File: config.mk
export PLATFORM = sky130hd
export DESIGN_NAME = barrel_shift_arbiter
export DESIGN_NICKNAME = d
export VERILOG_FILES = /design/src/rtl/shift_pkg.sv /design/src/rtl/RightBarrelShifter.sv /design/src/rtl/barrel_shift_arbiter.sv
export SDC_FILE = /design/constraint.sdc
export NUM_CORES = 1
export LEC_CHECK = 0
export ABC_AREA = 1
export CAP_MARGIN = 20
export CELL_PAD_IN_SITES_DETAIL_PLACEMENT = 0
export CELL_PAD_IN_SITES_GLOBAL_PLACEMENT = 1
export CORE_MARGIN = 8
export CORE_UTILIZATION = 39
export DETAILED_ROUTE_END_ITERATION = 12
export PLACE_DENSITY = 0.95
export SETUP_SLACK_MARGIN = 0.4
export SYNTH_ARGS = -nofsm -noshare
export SYNTH_HDL_FRONTEND = slang
export SYNTH_SLANG_ARGS = --single-unit
File: constraint.sdc
create_clock -name CLK -period 4.7 [get_ports CLK]
set_clock_uncertainty 0.05 [all_clocks]
set_input_delay 1.175 -clock CLK [delete_from_list [all_inputs] [get_ports CLK]]
set_output_delay 1.175 -clock CLK [all_outputs]
set_load 0.1 [all_outputs]
File: src/rtl/shift_pkg.sv
// Shared types for the shift arbiter: op encodings, FSM states and a bit-reverse helper.
// The ROT state exists only when SHIFT_ROTATE_EN is defined.
package shift_pkg;

  localparam int unsigned OP_W      = 2;
  localparam int unsigned REV_MAX_W = 64;
  localparam int unsigned REV_IDX_W = 6;

  typedef enum logic [OP_W-1:0] {
    OP_SRL = 2'b00,
    OP_SRA = 2'b01,
    OP_SLL = 2'b10,
    OP_ROR = 2'b11
  } shift_op_e;

  typedef enum logic [1:0] {
    IDLE = 2'd0,
    EXEC = 2'd1,
`ifdef SHIFT_ROTATE_EN
    ROT  = 2'd2,
`endif
    DONE = 2'd3
  } arb_state_e;

  // Reverses the low n bits of x; bits at and above n come back as zero.
  function automatic logic [REV_MAX_W-1:0] bit_rev(input logic [REV_MAX_W-1:0] x,
                                                   input int unsigned n);
    logic [REV_MAX_W-1:0] r;
    r = '0;
    for (int unsigned i = 0; i < REV_MAX_W; i++) begin
      if (i < n) r[REV_IDX_W'(i)] = x[REV_IDX_W'(n - 1 - i)];
    end
    return r;
  endfunction

endpackage

File: src/rtl/RightBarrelShifter.sv
// Combinational right shifter (logical or arithmetic).
// IMPL=0 uses the shift operator; IMPL=1 builds an explicit log2(width)-stage mux chain.
module RightBarrelShifter #(
  parameter int unsigned IMPL  = 1,
  parameter int unsigned width = 32
) (
  input  logic [width-1:0]         a,
  input  logic [$clog2(width)-1:0] w,
  input  logic                     arith,
  output logic [width-1:0]         y_c
);

  localparam int unsigned LW = $clog2(width);

  if (IMPL == 0) begin : g_behav
    always_comb begin
      y_c = arith ? $unsigned($signed(a) >>> w) : (a >> w);
    end
  end else begin : g_log
    logic             fill;
    logic [width-1:0] stage [LW+1];

    assign fill     = arith & a[width-1];
    assign stage[0] = a;

    // Stage k shifts by 2**k when amount bit k is set.
    for (genvar k = 0; k < LW; k++) begin : g_stage
      localparam int unsigned S = 1 << k;
      assign stage[k+1] = w[k] ? {{S{fill}}, stage[k][width-1:S]} : stage[k];
    end

    assign y_c = stage[LW];
  end

endmodule

File: src/rtl/barrel_shift_arbiter.sv
// Round-robin front end sharing one RightBarrelShifter between two requesters.
// Define SHIFT_ROTATE_EN to make OP=11 a rotate-right (extra ROT pass); otherwise it runs as SRL.
module barrel_shift_arbiter
  import shift_pkg::*;
#(
  parameter int unsigned width = 32,
  parameter int unsigned IMPL  = 1
) (
  input  logic                     CLK,
  input  logic                     RST_N,
  input  logic                     R0_VALID,
  output logic                     R0_READY,
  input  logic [OP_W-1:0]          R0_OP,
  input  logic [$clog2(width)-1:0] R0_W,
  input  logic [width-1:0]         R0_A,
  input  logic                     R1_VALID,
  output logic                     R1_READY,
  input  logic [OP_W-1:0]          R1_OP,
  input  logic [$clog2(width)-1:0] R1_W,
  input  logic [width-1:0]         R1_A,
  output logic                     RSP_VALID,
  input  logic                     RSP_READY,
  output logic                     RSP_TAG,
  output logic [width-1:0]         RSP_Y
);

  localparam int unsigned W_W = $clog2(width);

  arb_state_e       state_q, state_d;
  logic             last_q, last_d;
  shift_op_e        op_q, op_d;
  logic [W_W-1:0]   w_q, w_d;
  logic [width-1:0] a_q, a_d;
  logic             tag_q, tag_d;
  logic [width-1:0] y_q, y_d;
  logic             valid_q, valid_d;

  logic             gnt_vld;
  logic             gnt_idx;
  logic             idle;
  logic             rot_pass;
  logic             rev_in;
  logic [width-1:0] sh_a;
  logic [W_W-1:0]   sh_w;
  logic             sh_arith;
  logic [width-1:0] sh_y;
  logic [width-1:0] res;

  // On contention, grant the requester that did not win last time.
  always_comb begin
    gnt_vld = R0_VALID | R1_VALID;
    gnt_idx = 1'b0;
    if (R0_VALID && R1_VALID) gnt_idx = ~last_q;
    else if (R1_VALID)        gnt_idx = 1'b1;
  end

  assign idle     = (state_q == IDLE);
  assign R0_READY = RST_N & idle & R0_VALID & ~gnt_idx;
  assign R1_READY = RST_N & idle & R1_VALID &  gnt_idx;

`ifdef SHIFT_ROTATE_EN
  assign rot_pass = (state_q == ROT);
`else
  assign rot_pass = 1'b0;
`endif

  // Left shifts (and the rotate's second pass) run the right shifter on reversed data.
  assign rev_in   = (op_q == OP_SLL) || rot_pass;
  assign sh_a     = rev_in ? width'(bit_rev(REV_MAX_W'(a_q), width)) : a_q;
  assign sh_w     = rot_pass ? ((~w_q) + W_W'(1)) : w_q;
  assign sh_arith = (op_q == OP_SRA) && !rot_pass;
  assign res      = rev_in ? width'(bit_rev(REV_MAX_W'(sh_y), width)) : sh_y;

  RightBarrelShifter #(
    .IMPL  (IMPL),
    .width (width)
  ) u_shifter (
    .a     (sh_a),
    .w     (sh_w),
    .arith (sh_arith),
    .y_c   (sh_y)
  );

  always_comb begin
    state_d = state_q;
    last_d  = last_q;
    op_d    = op_q;
    w_d     = w_q;
    a_d     = a_q;
    tag_d   = tag_q;
    y_d     = y_q;
    valid_d = valid_q;
    unique case (state_q)
      IDLE: begin
        if (gnt_vld) begin
          op_d    = shift_op_e'(gnt_idx ? R1_OP : R0_OP);
          w_d     = gnt_idx ? R1_W : R0_W;
          a_d     = gnt_idx ? R1_A : R0_A;
          tag_d   = gnt_idx;
          last_d  = gnt_idx;
          state_d = EXEC;
        end
      end
      EXEC: begin
        y_d = res;
`ifdef SHIFT_ROTATE_EN
        if (op_q == OP_ROR && w_q != '0) state_d = ROT;
        else                             state_d = DONE;
`else
        state_d = DONE;
`endif
      end
`ifdef SHIFT_ROTATE_EN
      ROT: begin
        y_d     = y_q | res;
        state_d = DONE;
      end
`endif
      DONE: begin
        // Valid rises one cycle into DONE and drops on the response handshake.
        valid_d = 1'b1;
        if (valid_q && RSP_READY) begin
          valid_d = 1'b0;
          state_d = IDLE;
        end
      end
      default: state_d = IDLE;
    endcase
  end

  always_ff @(posedge CLK or negedge RST_N) begin
    if (!RST_N) begin
      state_q <= IDLE;
      last_q  <= 1'b1;
      op_q    <= OP_SRL;
      w_q     <= '0;
      a_q     <= '0;
      tag_q   <= 1'b0;
      y_q     <= '0;
      valid_q <= 1'b0;
    end else begin
      state_q <= state_d;
      last_q  <= last_d;
      op_q    <= op_d;
      w_q     <= w_d;
      a_q     <= a_d;
      tag_q   <= tag_d;
      y_q     <= y_d;
      valid_q <= valid_d;
    end
  end

  assign RSP_VALID = valid_q;
  assign RSP_TAG   = tag_q;
  assign RSP_Y     = y_q;

endmodule
==> out/metrics.yaml <==
routed_via_density: 5.64
critPathKind: "in -> out"
antenna_found_initial: 0
insertion_delay_ps: 340
core_um2: 15000
synth_nets: 1038
min_from: "RSP_Y[12]"
antenna_cells: 0
finalInstanceArea_um2: 7460
ys_ff_latch: 76
syn_to_final_growth_pct: 26.9
cts_root_buf: "clkbuf_16"
multi_input_area_um2: 3510
worstReg2RegStart: "op_q[0]"
nFillCells: 1532
drc: 0
wl_per_cell_um: 15.9
rsz0062_at_grt: "false"
grt_pass1_vias: 6626
max_slew_margin: 0.291
io_pins: 119
status: "complete, no violations"
clk_pin_slew_worst_paths_ps: 60
arrival_ps: 2250
endpoint_kind: "primary output"
firstDrtPassIters: 5
max_freq_mhz: 288
synth_cell_types: 17
final_common_cell: "nand3_1"
wirelength_um: 19400
r2r_setup_slack_ps: 1780
port_buffers: 118
cts_resized: 0
cts_buffers: 9
drive_above_1_share: 0.0360
final.min_clock_period_ps: 3470
dieArea_um2: 19300
fp.dieW_um: 139
critical_path_required_ps: 3470
cp_max_fo: 3
dpl.hpwl_um: 14400
worst_pin_slew_ps: 1060
min_path_type: "reg -> reg"
setup_violations: 0
ant_nets: 0
cp-start-kind: "input port"
cts_num_sinks: 76
dpl_cell_area_um2: 7110
place_congestion: 0.917
syn_avg_cell_area_um2: 6.16
postCtsSetupRepairBufs: 0
r2r_end: "RSP_Y[14]"
yosysSeqAreaShare: 0.324
start_util: 0.392
grt.total_usage: 0.200
report.final.slew_viol_count: 0
postCtsHoldBufs: 0
layout_common_cells: "387 x nand3_1, 245 x nand2_1, 115 x clkdlybuf4s50_1"
finalHoldViolations: 0
hold-path-endpoint: "RSP_Y[12]"
ff_latch_area_um2: 1900
drtIter0Drc: 799
syn_inst: 955
grt-ovfl-total: 0
vias: 6862
grt_pass1_wl_um: 32400
ys_warn_count: 0
grt_max_degree: 49
synth_area_um2: 5880
whs_path_depth: 2
cap_violations: 0
cts_tree: "built"
fin_setup_tns_ps: 0
reg2reg_depth: 15
std_cell_rows: 45
final_nets: 1106
cts_max_path_buffers: 2
period_share: 0.738
h-tree-depth: 3
fp.dieH_um: 139
## worst max-delay path: stages
cell	delay, ps
clkdlybuf4s50_1	490
nand2_1	50
nand2_1	90
nand2_1	60
nor2_1	170
buf_12	200
## routing by layer
metal | global-route usage | vias to the layer above | share of wire
met3 | 0.0324 | 41 | 0.046
li1 | - | 3413 | -
met2 | 0.338 | 211 | 0.48
met1 | 0.249 | 3197 | 0.44
met5 | 0 | - | 0
met4 | 0.0855 | 0 | 0.031
## cell families after synthesis
kind of cell           count (synthesis)  synth area share
and+or+nand+nor                      678             0.516
AOI/OAI and AO/OA                     82            0.0785
DFF                                   76             0.324
buffers and inverters                119            0.0815
## worst max path at each step
stage                   from  endpoint  depth (start not counted)
finish              R0_VALID  R0_READY                          6
global route        R0_VALID  R0_READY                          6
CTS                 R0_VALID  R0_READY                          6
detailed placement  R0_VALID  R0_READY                          6
global placement    R0_VALID  R0_READY                          6
floorplan           R0_VALID  R0_READY                          5
## metrics by stage
| stage | instances | setup slack, ps | hold WS (ps) | utilization |
|---|---|---|---|---|
| finish | 1216 | 1230 | 427 | 0.498 |
| global route | 1216 | 1150 | 440 | 0.498 |
| CTS | 1215 | 1220 | 431 | 0.497 |
| detailed placement | 1199 | 1220 | 415 | 0.475 |
| global placement | 1199 | 1240 | 414 | 0.475 |
| floorplan | 955 | 530 | 404 | - |
## cell type report
type                       count  share of cell area
multi-input combinational    760               0.470
sequential                    76               0.255
timing repair buffer         134               0.178
clock buffer                  12              0.0317
tap                          188              0.0315
inverter                      42              0.0211
clock inverter                 4              0.0131
## sequential cells by signal, summed over array words and instances, names as in the netlist
register / cells
state_q: 2
a_q: 32
RSP_TAG: 1
RSP_VALID: 1
sh_w: 5
op_q: 2
RSP_Y: 32
last_q: 1
## synthesized netlist by cell type
| cell type | number | share of area |
|---|---|---|
| a31oi_1 | 1 | 0.0011 |
| buf_1 | 15 | 0.0096 |
| buf_2 | 17 | 0.014 |
| buf_4 | 3 | 0.0038 |
| clkbuf_1 | 42 | 0.027 |
| clkinv_1 | 2 | 0.0013 |
| dfrtp_1 | 75 | 0.32 |
| dfstp_2 | 1 | 0.0045 |
| inv_1 | 40 | 0.026 |
| nand2_1 | 245 | 0.16 |
| nand2_2 | 1 | 0.0011 |
| nand3_1 | 387 | 0.33 |
| nor2_1 | 44 | 0.028 |
| nor2_2 | 1 | 0.0011 |
| o211ai_1 | 1 | 0.0013 |
| o21ai_0 | 42 | 0.036 |
| o22ai_1 | 38 | 0.040 |
Power is left out: the tool's default activity adds up to more than one toggle a clock period on the data nets, which glitch-free logic cannot reach.
